[src/rtl/gmii_rx_frame.sv]
// GMII receive frame decoder: strips preamble/SFD, forwards frame bytes with
// start/end markers and reports FCS status, length and error flags per frame.
module gmii_rx_frame #(
  parameter int MAX_LEN = 1522,
  parameter int MIN_LEN = 64
) (
  input  logic        gmii_rx_clk,
  input  logic        rst,
  input  logic        gmii_rx_dv,
  input  logic        gmii_rx_er,
  input  logic [7:0]  gmii_rxd,
  output logic [7:0]  rx_data,
  output logic        rx_valid,
  output logic        rx_sof,
  output logic        rx_eof,
  output logic        rx_crc_ok,
  output logic        rx_err,
  output logic [10:0] rx_len,
  output logic [15:0] frame_cnt,
  output logic [15:0] err_cnt
);

  localparam logic [31:0] CRC_POLY    = 32'hEDB8_8320;
  localparam logic [31:0] CRC_INIT    = 32'hFFFF_FFFF;
  localparam logic [31:0] CRC_RESIDUE = 32'hDEBB_20E3;
  localparam logic [10:0] LEN_SAT     = 11'd2047;
  localparam logic [10:0] MAX_L       = 11'(MAX_LEN);
  localparam logic [10:0] MIN_L       = 11'(MIN_LEN);
  localparam logic [7:0]  PRE_BYTE    = 8'h55;
  localparam logic [7:0]  SFD_BYTE    = 8'hD5;

  typedef enum logic [1:0] {IDLE, PRE, DATA, DROP} state_t;

  state_t      state;
  logic        dv_reg, er_reg;
  logic [7:0]  rxd_reg;
  logic [2:0]  pre_cnt;
  logic [7:0]  hold;
  logic        hold_vld;
  logic        first_byte;
  logic        sticky_err;
  logic [10:0] byte_cnt;
  logic [31:0] crc;
  logic        crc_match;

  // NOTE: blocking assignments are correct here because c is a local temporary
  // of a combinational function; every stored register below uses <=.
  function automatic logic [31:0] crc_byte(input logic [31:0] crc_in, input logic [7:0] d);
    logic [31:0] c;
    c = crc_in ^ {24'h0, d};
    for (int i = 0; i < 8; i++) c = c[0] ? ((c >> 1) ^ CRC_POLY) : (c >> 1);
    return c;
  endfunction

  assign crc_match = (crc == CRC_RESIDUE);

  always_ff @(posedge gmii_rx_clk or posedge rst) begin
    if (rst) begin
      dv_reg  <= 1'b0;
      er_reg  <= 1'b0;
      rxd_reg <= 8'h00;
    end else begin
      dv_reg  <= gmii_rx_dv;
      er_reg  <= gmii_rx_er;
      rxd_reg <= gmii_rxd;
    end
  end

  always_ff @(posedge gmii_rx_clk or posedge rst) begin
    if (rst) begin
      state      <= IDLE;
      pre_cnt    <= 3'd0;
      hold       <= 8'h00;
      hold_vld   <= 1'b0;
      first_byte <= 1'b0;
      sticky_err <= 1'b0;
      byte_cnt   <= 11'd0;
      crc        <= CRC_INIT;
      rx_data    <= 8'h00;
      rx_valid   <= 1'b0;
      rx_sof     <= 1'b0;
      rx_eof     <= 1'b0;
      rx_crc_ok  <= 1'b0;
      rx_err     <= 1'b0;
      rx_len     <= 11'd0;
      frame_cnt  <= 16'd0;
      err_cnt    <= 16'd0;
    end else begin
      rx_valid <= 1'b0;
      rx_sof   <= 1'b0;
      rx_eof   <= 1'b0;

      // Statistics trail the registered end-of-frame beat by one cycle.
      if (rx_valid && rx_eof) begin
        frame_cnt <= frame_cnt + 16'd1;
        if (rx_err) err_cnt <= err_cnt + 16'd1;
      end

      case (state)
        IDLE: begin
          if (dv_reg) begin
            if (rxd_reg == PRE_BYTE) begin
              state   <= PRE;
              pre_cnt <= 3'd1;
            end else begin
              state <= DROP;
            end
          end
        end

        PRE: begin
          if (!dv_reg) begin
            state <= IDLE;
          end else if (er_reg) begin
            state <= DROP;
          end else if (rxd_reg == SFD_BYTE) begin
            state      <= DATA;
            crc        <= CRC_INIT;
            byte_cnt   <= 11'd0;
            sticky_err <= 1'b0;
            hold_vld   <= 1'b0;
            first_byte <= 1'b1;
          end else if (rxd_reg == PRE_BYTE && pre_cnt != 3'd7) begin
            pre_cnt <= pre_cnt + 3'd1;
          end else begin
            state <= DROP;
          end
        end

        DATA: begin
          if (dv_reg) begin
            // The held byte leaves only once its successor proves it is not the last.
            if (hold_vld) begin
              rx_valid   <= 1'b1;
              rx_data    <= hold;
              rx_sof     <= first_byte;
              first_byte <= 1'b0;
            end
            hold     <= rxd_reg;
            hold_vld <= 1'b1;
            crc      <= crc_byte(crc, rxd_reg);
            if (byte_cnt != LEN_SAT) byte_cnt <= byte_cnt + 11'd1;
            if (er_reg || byte_cnt >= MAX_L) sticky_err <= 1'b1;
          end else begin
            state    <= IDLE;
            hold_vld <= 1'b0;
            if (hold_vld) begin
              rx_valid   <= 1'b1;
              rx_data    <= hold;
              rx_sof     <= first_byte;
              rx_eof     <= 1'b1;
              first_byte <= 1'b0;
              rx_len     <= byte_cnt;
              rx_crc_ok  <= crc_match;
              rx_err     <= sticky_err || (byte_cnt < MIN_L) || !crc_match;
            end
          end
        end

        DROP: begin
          if (!dv_reg) state <= IDLE;
        end

        default: state <= IDLE;
      endcase
    end
  end

endmodule

[config.mk]
export PLATFORM = sky130hd
export DESIGN_NAME = gmii_rx_frame
export DESIGN_NICKNAME = d
export VERILOG_FILES = /design/src/rtl/gmii_rx_frame.sv
export SDC_FILE = /design/constraint.sdc
export NUM_CORES = 1
export LEC_CHECK = 0
export BUFFER_PORTS_ARGS = -buffer_cell sky130_fd_sc_hd__buf_2
export CORE_ASPECT_RATIO = 1.4
export CORE_MARGIN = 4
export CORE_UTILIZATION = 53
export DETAILED_ROUTE_END_ITERATION = 7
export GPL_ROUTABILITY_DRIVEN = 1
export HOLD_SLACK_MARGIN = 0.1
export PLACE_DENSITY_LB_ADDON = 0.12
export SLEW_MARGIN = 20
export SYNTH_ARGS = -nofsm -noshare
export SYNTH_HDL_FRONTEND = slang
export SYNTH_SLANG_ARGS = --single-unit
[constraint.sdc]
create_clock -name gmii_rx_clk -period 3.5 [get_ports gmii_rx_clk]
set_input_delay 0.175 -clock gmii_rx_clk [delete_from_list [all_inputs] [get_ports gmii_rx_clk]]
set_output_delay 0.175 -clock gmii_rx_clk [all_outputs]
set_load 0.1 [all_outputs]
==> flow_metrics.env, run 1 <==
export IMPL_vias_per_cell=5.39
export IMPL_worst_pin_slew_ps=843
export IMPL_largest_reg_flops=32
export IMPL_initial_core_util_pct=53.8
export IMPL_synth_edf_count=0
export IMPL_post_cts_resized=0
export IMPL_rsz0062_at_grt="false"
export IMPL_synthArstFlopShare_pct=100
export IMPL_endpoint_kind="flip-flop"
export IMPL_status="completed"
export IMPL_path_clk_slew_ps=60
export IMPL_critPathKind="flip-flop to flip-flop"
export IMPL_max_flop_register="crc"
export IMPL_num_rows=45
export IMPL_fmax_ghz=0.430
export IMPL_worstPathMaxFanout=12
export IMPL_grt_pass1_vias=4105
export IMPL_grt_overflow_total=0
export IMPL_worst_skew_pair_late_latency_ps=410
export IMPL_drcViolationCount=0
export IMPL_finalHoldViolations=0
export IMPL_power_density_nw_per_um2=954
export IMPL_path_cells="nand4bb_1, o31ai_4, nand3_1, or4_1, a21oi_1"
export IMPL_worst_setup_path_start_kind="flip-flop"
export IMPL_hold_start="gmii_rx_dv"
export IMPL_place_congestion=0.851
export IMPL_wirelength_um=12500
export IMPL_ys_types=45
export IMPL_io_pins=68
export IMPL_cts_tree="built"
export IMPL_clock_skew_ps=9.32
export IMPL_cp_required_ps=3840
export IMPL_clockBufferDepth=2
export IMPL_clock_sinks=125
export IMPL_routedWlPerCell_um=17.0
export IMPL_power_leakage_nw=3.25
export IMPL_core_um2=10800
export IMPL_synthCells=493
export IMPL_fillers=883
export IMPL_cap_violations=0
export IMPL_final_layout_size_suffix_gt1_share_pct=28.9
export IMPL_synth_flop_cell="dfrtp_1"
export IMPL_reg_largest_list="crc x32, err_cnt x16, frame_cnt x16"
export IMPL_first_pass_iters=4
export IMPL_drtIter0Drc=205
export IMPL_relSlewSlack_pct=43.7
export IMPL_die_h_um=132
export IMPL_grt_max_degree=71
export IMPL_place_ws_ps=1170
export IMPL_ir_drop_mv=0.721
export IMPL_worst_slack_ps=1170
export IMPL_vias=3946
export IMPL_drv_slew=0
export IMPL_ant_nets=0
export IMPL_synth_fp_nets=511
export IMPL_h_tree_depth=4
export IMPL_fin_crit_ps=2330
export IMPL_num_nets_final=596
export IMPL_dp_cells=689
export IMPL_hp_class="primary input to flip-flop"
export IMPL_die_w_um=96.5
export IMPL_synth_seq_cells=125
export IMPL_post_route_period_util_pct=66.5
export IMPL_critPathLaunch="rxd_reg[5]"
export IMPL_worstPathArrival_ps=2670
export IMPL_yosysWarnings=0
export IMPL_layout_common_cells="dfrtp_1, buf_2, xnor2_1, nand2_1, nor2_1"
export IMPL_antenna_cells=0
export IMPL_syn_area_um2=5810
export IMPL_numCtsBuffers=17
export IMPL_p_total_mw=6.68
export IMPL_setup_viol=0
export IMPL_fin_tns_setup_ps=0
export IMPL_die_area_um2=12700
export IMPL_worst_path_max_delay_cell="or4_1"
export IMPL_instances_no_fill=732
export IMPL_cts_root_buffer_cell="clkbuf_16"
export IMPL_layout_commonest_cell="dfrtp_1"
export IMPL_antenna_found_initial=0
export IMPL_yosysSeqAreaShare_pct=54.5
export IMPL_slowest_delay_ps=570
export IMPL_avgSynthCellArea_um2=11.8
export IMPL_reg2reg_from="rxd_reg[5]"
export IMPL_fin_util_pct=64.8
export IMPL_area_growth_pct=20.5
export IMPL_dp_hpwl_um=8720
export IMPL_io_buffer_count=67
export IMPL_grt_first_pass_wirelength_um=20500
export IMPL_grt_usage_pct=21.1
==> metrics by stage <==
step           hold slack (ps)  cell area (µm²)
2_1_floorplan              206             5810
3_3_place_gp               285             6290
3_5_place_dp               285             6290
4_1_cts                    384             7010
5_1_grt                    409             7010
6_report                   400             7010
==> routing by layer <==
layer / GRT usage [%] / part of all wire [%] / vias to the layer above
met3: 5.54 / 4.5 / 23
li1: - / - / 1870
met4: 8.89 / 2.2 / 0
met2: 35.9 / 54 / 88
met1: 24.6 / 39 / 1965
met5: 0 / 0 / -
==> path summary, 6_finish.rpt <==
kind | cells after the start | slack [ps] | endpoint
max | 5 | 1170 | byte_cnt[7]
min | 2 | 400 | dv_reg
max reg2reg | 5 | 1170 | byte_cnt[7]
min reg2reg | 2 | 470 | hold[5]
max in group asynchronous | 4 | 2180 | crc[29]
min in group asynchronous | 3 | 500 | err_cnt[2]
==> cells in the mapped netlist, types with 2 or more instances <==
| master | count | area, µm² |
|---|---|---|
| or4_1 | 3 | 22.5 |
| and2_1 | 2 | 12.5 |
| nor3_1 | 2 | 10.0 |
| mux2_2 | 17 | 191 |
| nand2_1 | 49 | 184 |
| xor2_1 | 24 | 210 |
| and3_1 | 11 | 68.8 |
| inv_1 | 7 | 26.3 |
| xnor2_1 | 63 | 552 |
| ha_1 | 6 | 75.1 |
| buf_2 | 5 | 25.0 |
| clkbuf_1 | 10 | 37.5 |
| dfrtp_1 | 93 | 2330 |
| o21ai_1 | 3 | 15.0 |
| nor2_1 | 34 | 128 |
| and4_1 | 6 | 52.6 |
| a21oi_1 | 24 | 120 |
| mux2_1 | 5 | 56.3 |
| nand4b_1 | 4 | 35.0 |
| nand4bb_1 | 2 | 22.5 |
| dfstp_2 | 32 | 841 |
| nand3_1 | 14 | 70.1 |
| nand4_1 | 15 | 93.8 |
| nand2b_1 | 2 | 12.5 |
| nor4b_1 | 2 | 17.5 |
| or3_1 | 2 | 12.5 |
| a31oi_1 | 2 | 12.5 |
| nor4_1 | 5 | 31.3 |
| xnor2_2 | 12 | 195 |
| xor2_2 | 3 | 48.8 |
| o22a_1 | 13 | 114 |
| o21ai_0 | 4 | 20.0 |
| o31ai_1 | 3 | 22.5 |
| nor2b_1 | 3 | 18.8 |
==> report_power, final <==
| part | internal, mW | switching [mW] |
|---|---|---|
| Clock | 1.14 | 0.643 |
| Combinational | 1.15 | 1.60 |
| Sequential | 1.86 | 0.278 |
==> cells by family (layout without fill, tap and decap cells) <==
family	after synthesis	in the layout	share of synthesized area (%)
mux	22	22	4.26
compound gates	54	54	6.18
xor+xnor	103	103	17.7
buf+inv	24	122	2.02
flops	125	125	54.5
fa+ha+maj	6	6	1.29
simple gates	159	159	14.1
==> worst max-delay path, delay by kind of cell, from the launching register on <==
kind	cells	cell delay, ps
and+or+nand+nor	3	1320
AOI/OAI and AO/OA	2	540
DFF	1	410
==> cell type report <==
class / count / area, µm² / share of cell area [%]
repair buffers: 83 / 495 / 7.07
flip-flops and latches: 125 / 3170 / 45.2
clock inverters: 13 / 165 / 2.36
clock buffers: 19 / 443 / 6.32
multi-input cells: 344 / 2530 / 36.1
inverters: 7 / 28.8 / 0.411
well taps: 141 / 176 / 2.52
==> timing repair <==
action | in CTS | in global routing
endpoints found under the hold margin | 68 | 0
hold buffers | 11 | 0
buffers inserted | 0 | 0
Note: power is estimated with default switching activity, not from simulation.
==> run 2, diff against run 1 <==
- ABC_AREA: not set -> 1
- clock period: 3.5 -> 1.9 ns (I/O delays scaled with it)
==> run 2 against run 1 <==
Against the previous run:
- first-iteration DRC count up 11%
- die area up 11%
- count of clock-buffer cells in the layout up 2
- combinational power up 110%
- hold slack worse by 89 ps
- fmax up 32%
- setup slack worse by 1000 ps
- critical path type unchanged
- critical endpoint is now crc[24]
==> flow_metrics.env, run 2 <==
export IMPL_status="completed"
export IMPL_fin_tns_setup_ps=0
export IMPL_routedWlPerCell_um=14.6
export IMPL_core_um2=11900
export IMPL_ys_top_cells_by_area="dfrtp_1, nand2_1, dfstp_2, xor2_1, inv_1"
export IMPL_ys_types=38
export IMPL_yosysSeqAreaShare_pct=48.5
export IMPL_synth_top_area_share_pct=35.6
export IMPL_die_h_um=139
export IMPL_power_leakage_nw=4.05
export IMPL_synth_top_cell_by_area="dfrtp_1"
export IMPL_layout_common_cells="nand2_1, inv_1, dfrtp_1, buf_2, nor2_1"
export IMPL_synth_fp_nets=828
export IMPL_die_w_um=102
export IMPL_io_pins=68
export IMPL_first_pass_iters=5
export IMPL_path_clk_slew_ps=60
export IMPL_grt_max_degree=126
export IMPL_max_flop_register="crc"
export IMPL_reg_largest_list="crc x32, err_cnt x16, frame_cnt x16"
export IMPL_path_cells="inv_1, nand2_1, nand2_4, nand2_1, nand2_1, buf_4, nand2_1, nand2_1, o21ai_0, nand3_1, nand2_1, inv_1"
export IMPL_worst_skew_pair_late_latency_ps=420
export IMPL_hold_path_depth=2
export IMPL_worst_setup_path_start_kind="flip-flop"
export IMPL_reg2reg_slack_ps=130
export IMPL_regArea_um2=3190
export IMPL_placed_area_um2=7200
export IMPL_worst_slack_ps=134
export IMPL_power_density_nw_per_um2=1620
export IMPL_ant_nets=0
export IMPL_synthCells=810
export IMPL_postCtsSetupBuffers=0
export IMPL_io_buffer_count=67
export IMPL_multi_input_area_um2=2940
export IMPL_die_area_um2=14200
export IMPL_hold_start="gmii_rxd[4]"
export IMPL_synth_seq_cells=125
export IMPL_drtIter0Drc=228
export IMPL_cp_required_ps=2260
export IMPL_dp_cells=1031
export IMPL_post_route_period_util_pct=93.0
export IMPL_fillers=1046
export IMPL_ir_drop_mv=1.11
export IMPL_final_area_um2=7920
export IMPL_avgSynthCellArea_um2=8.07
export IMPL_layout_commonest_cell="nand2_1"
export IMPL_hp_class="primary input to flip-flop"
export IMPL_slowest_delay_ps=580
export IMPL_p_total_mw=12.9
export IMPL_fmax_ghz=0.566
export IMPL_antenna_found_initial=0
export IMPL_finalHoldViolations=0
export IMPL_numCtsBuffers=17
export IMPL_relSlewSlack_pct=57.5
export IMPL_crit_top_cell="nand2_1"
export IMPL_clock_skew_ps=5.92
export IMPL_wirelength_um=15700
export IMPL_cts_root_buffer_cell="clkbuf_16"
export IMPL_dp_hpwl_um=11400
export IMPL_holdWs_ps=311
export IMPL_synthTopCellsByCount="nand2_1, inv_1, dfrtp_1"
export IMPL_worst_path_max_delay_cell="dfstp_2"
export IMPL_num_nets_final=932
export IMPL_grt_overflow_total=0
export IMPL_synth_edf_count=0
export IMPL_fin_util_pct=66.3
export IMPL_cts_tree="built"
export IMPL_clock_sinks=125
export IMPL_num_rows=47
export IMPL_reg2reg_from="crc[1]"
export IMPL_final_layout_size_suffix_gt1_share_pct=22.5
export IMPL_cap_violations=0
export IMPL_clockBufferDepth=2
export IMPL_initial_core_util_pct=54.7
export IMPL_setup_viol=0
export IMPL_area_growth_pct=21.2
export IMPL_grt_pass1_vias=5716
export IMPL_drcViolationCount=0
export IMPL_vias_per_cell=5.25
export IMPL_fin_crit_ps=1770
export IMPL_vias=5639
export IMPL_rr_worst_depth=12
export IMPL_synth_flop_cell="dfrtp_1"
export IMPL_worstPathMaxFanout=9
export IMPL_r2r_end="crc[24]"
export IMPL_h_tree_depth=4
export IMPL_instances_no_fill=1074
export IMPL_synth_most_common_cell="nand2_1"
export IMPL_grt_first_pass_wirelength_um=26600
export IMPL_yosysWarnings=0
export IMPL_worstPathArrival_ps=2120
export IMPL_grt_usage_pct=23.4
export IMPL_endpoint_kind="flip-flop"
export IMPL_drv_slew=0
export IMPL_syn_area_um2=6530
export IMPL_antenna_cells=0
export IMPL_path_delay_family="simple AND/OR/NAND/NOR gates"
export IMPL_synthArstFlopShare_pct=100
export IMPL_place_congestion=0.938
export IMPL_largest_reg_flops=32
export IMPL_worst_pin_slew_ps=638
export IMPL_critPathKind="flip-flop to flip-flop"
export IMPL_place_ws_ps=-50.0
export IMPL_worst_path_buf_inv=3
export IMPL_min_to="rxd_reg[4]"
[run 2: layout make-up]
cell class	count	area share [%]
clock buffers	21	5.82
clock inverters	11	1.19
inverters	107	5.12
flip-flops and latches	125	40.3
well taps	147	2.32
multi-input cells	564	37.2
repair buffers	99	8.09
[run 2: kinds of logic after synthesis]
family / after synthesis / share of synthesized area, %
buffers and inverters: 121 / 7.47
muxes: 1 / 0.172
and+or+nand+nor: 395 / 25.9
adders and majority gates: 6 / 1.15
DFF: 125 / 48.5
xor gates and xnor gates: 65 / 8.71
AOI/OAI and AO/OA: 97 / 8.06
[run 2: repair_timing]
item                       in CTS  in global routing
resized for setup               1                  9
setup endpoints to repair       2                 29
hold buffers                   11                  0
hold endpoints to repair      103                  0
[run 2: how the worst max path moves through the flow]
| stage | start | end | slack (ps) | depth (start not counted) |
|---|---|---|---|---|
| 2_1_floorplan | rx_eof | err_cnt[13] | -40 | 10 |
| 3_3_place_gp | crc[1] | crc[20] | -2 | 11 |
| 3_5_place_dp | crc[1] | crc[26] | -50 | 11 |
| 4_1_cts | crc[1] | crc[26] | 60 | 11 |
| 5_1_grt | rxd_reg[0] | crc[19] | -40 | 9 |
| 6_report | crc[1] | crc[24] | 130 | 12 |
[run 2: per-layer routing]
layer  up-vias  GRT usage [%]  routed length, µm
met1      2669           27.4               6270
met3        45           4.56                712
met5         -              0                  0
met2       148           40.0               8070
li1       2777              -                  -
met4         0           11.8                614
[run 2: power by group]
| part | switching (mW) | internal [mW] | leakage, nW | total [mW] |
|---|---|---|---|---|
| Clock | 1.15 | 1.85 | 0.276 | 3.01 |
| Combinational | 3.93 | 1.76 | 2.23 | 5.69 |
| Sequential | 0.566 | 3.59 | 1.55 | 4.16 |
==> run 3, diff against run 2 <==
- ABC_CLOCK_PERIOD_IN_PS: not set -> 1900
- CAP_MARGIN: not set -> 10
- SETUP_SLACK_MARGIN: not set -> 0.5
==> run 3 against run 2 <==
Against the previous run:
- fmax is 0.64% higher
- global-route usage up 5.0 points
- clock power rose by 13%
- largest cell class is now multi-input combinational cells
- die area unchanged
- sequential share of layout area down 8.1 points
- hold slack lost 2.3 ps
==> flow_metrics.env, run 3 (synthesized netlist as in run 2, its figures left out) <==
export IMPL_io_pins=68
export IMPL_clockBufferDepth=2
export IMPL_io_buffer_count=67
export IMPL_p_sw_mw=7.60
export IMPL_routedWlPerCell_um=19.3
export IMPL_worst_setup_path_start_kind="flip-flop"
export IMPL_vias_per_cell=5.69
export IMPL_placed_area_um2=7340
export IMPL_dp_hpwl_um=11300
export IMPL_post_route_period_util_pct=92.4
export IMPL_cts_tree="built"
export IMPL_final_area_um2=9990
export IMPL_drtIter0Drc=467
export IMPL_layout_common_cells="nand2_1, buf_4, inv_1, buf_2, dfrtp_1"
export IMPL_ir_drop_mv=1.16
export IMPL_antenna_cells=0
export IMPL_initial_core_util_pct=54.7
export IMPL_numCtsBuffers=17
export IMPL_drcViolationCount=0
export IMPL_fmax_ghz=0.570
export IMPL_status="completed"
export IMPL_first_pass_iters=5
export IMPL_grt_usage_pct=28.4
export IMPL_final_layout_size_suffix_gt1_share_pct=47.9
export IMPL_relSlewSlack_pct=61.6
export IMPL_die_area_um2=14200
export IMPL_instances_no_fill=1165
export IMPL_wirelength_um=22400
export IMPL_holdWs_ps=309
export IMPL_cp_required_ps=2250
export IMPL_internal_power_mw=8.84
export IMPL_fin_crit_ps=1760
export IMPL_grt_overflow_total=0
export IMPL_cap_violations=0
export IMPL_worst_skew_pair_late_latency_ps=420
export IMPL_place_congestion=0.924
export IMPL_p_total_mw=16.4
export IMPL_power_frac_seq_pct=26.3
export IMPL_die_w_um=102
export IMPL_antenna_found_initial=0
export IMPL_layout_commonest_cell="nand2_1"
export IMPL_power_leakage_nw=4.84
export IMPL_num_nets_final=1023
export IMPL_fin_tns_setup_ps=0
export IMPL_area_growth_pct=52.9
export IMPL_cts_root_buffer_cell="clkbuf_16"
export IMPL_largest_reg_flops=32
export IMPL_rsz0062_at_grt="true"
export IMPL_worstPathArrival_ps=2100
export IMPL_worst_path_buf_inv=4
export IMPL_max_flop_register="crc"
export IMPL_fin_util_pct=83.7
export IMPL_h_tree_depth=4
export IMPL_place_ws_ps=155
export IMPL_worst_slack_ps=145
export IMPL_clock_sinks=125
export IMPL_worst_path_max_delay_cell="dfstp_2"
export IMPL_ant_nets=0
export IMPL_finalHoldViolations=0
export IMPL_drv_slew=0
export IMPL_combPwrFrac_pct=53.1
export IMPL_grt_first_pass_wirelength_um=32000
export IMPL_vias=6629
export IMPL_path_clk_slew_ps=60
export IMPL_hp_class="primary input to async pin"
export IMPL_grt_max_degree=57
export IMPL_grt_pass1_vias=6627
export IMPL_pwr_share_clk_pct=20.6
export IMPL_endpoint_kind="flip-flop"
export IMPL_die_h_um=139
export IMPL_critPathLaunch="crc[1]"
export IMPL_core_um2=11900
export IMPL_critPathKind="flip-flop to flip-flop"
export IMPL_setup_viol=0
export IMPL_reg_largest_list="crc x32, err_cnt x16, frame_cnt x16"
export IMPL_path_cells="inv_2, nand2_2, nand2_4, buf_4, xnor2_1, inv_1, a21oi_2, o21ai_1, o21ai_1, inv_1"
export IMPL_worstPathMaxFanout=6
export IMPL_num_rows=47
export IMPL_slowest_delay_ps=590
export IMPL_worst_pin_slew_ps=575
export IMPL_dp_cells=1020
export IMPL_reg2reg_from="crc[1]"
export IMPL_power_density_nw_per_um2=1650
export IMPL_clock_skew_ps=10.0
export IMPL_path_delay_family="flip-flops"
export IMPL_sw_frac_of_total_pct=46.2
## run 3: changes by cell type in the layout (fill, tap and decap cells not counted), sizes merged
cell      previous run  this run
bufinv               1         3
buf                 88       170
nand2              253       254
clkinv               9         2
inv                106       112
clkbuf              21        25
clkinvlp             2         5
## run 3: worst reg2reg max path: cells and delay by family (launching register included)
kind | cells | cell delay (ps)
compound gates | 3 | 330
xor+xnor | 1 | 180
buf+inv | 4 | 370
flops | 1 | 590
simple gates | 2 | 200
## run 3: what timing repair did
action | in CTS | in global routing
pin swaps | 79 | 61
gates cloned | 4 | 1
resized for setup | 164 | 126
hold buffers | 11 | 0
endpoints found under the setup margin | 74 | 94
hold endpoints to repair | 31 | 0
buffers inserted | 68 | 29
## run 3: worst paths after layout
path                               to  slack [ps]  cells past startpoint
min reg2reg                rx_data[2]         480                      2
max reg2reg                    crc[2]         140                     10
min in group gmii_rx_clk   rxd_reg[1]         320                      2
min                        err_cnt[4]         310                      3
max                            crc[2]         140                     10
max in group asynchronous      crc[3]         880                      4
## run 3: metal layers
metal	vias up	share of wire, %	track usage [%]
met5	-	0	0
met2	339	54	49.7
met3	130	5.8	5.66
met1	3205	35	31.5
li1	2955	-	-
met4	0	5.5	15.8
## run 3: area by class of cell
class	instances	area (µm²)
Multi-Input combinational cell	565	4010
Sequential cell	125	3210
Fill cell	599	1950
Timing Repair Buffer	188	1510
Inverter	107	460
Clock buffer	18	429
Tap cell	147	184
Clock inverter	14	180
Timing Repair inverter	1	11.3
## run 3: power by group through the flow
stage / Combinational [mW] / Clock (mW) / Sequential, mW
after detailed placement: 5.63 / 0 / 4.25
after floorplan: 3.55 / 0 / 5.07
final: 8.74 / 3.39 / 4.32
after global placement: 5.49 / 0 / 4.24
after CTS: 7.31 / 3.40 / 4.21
after global routing: 9.30 / 3.55 / 4.37
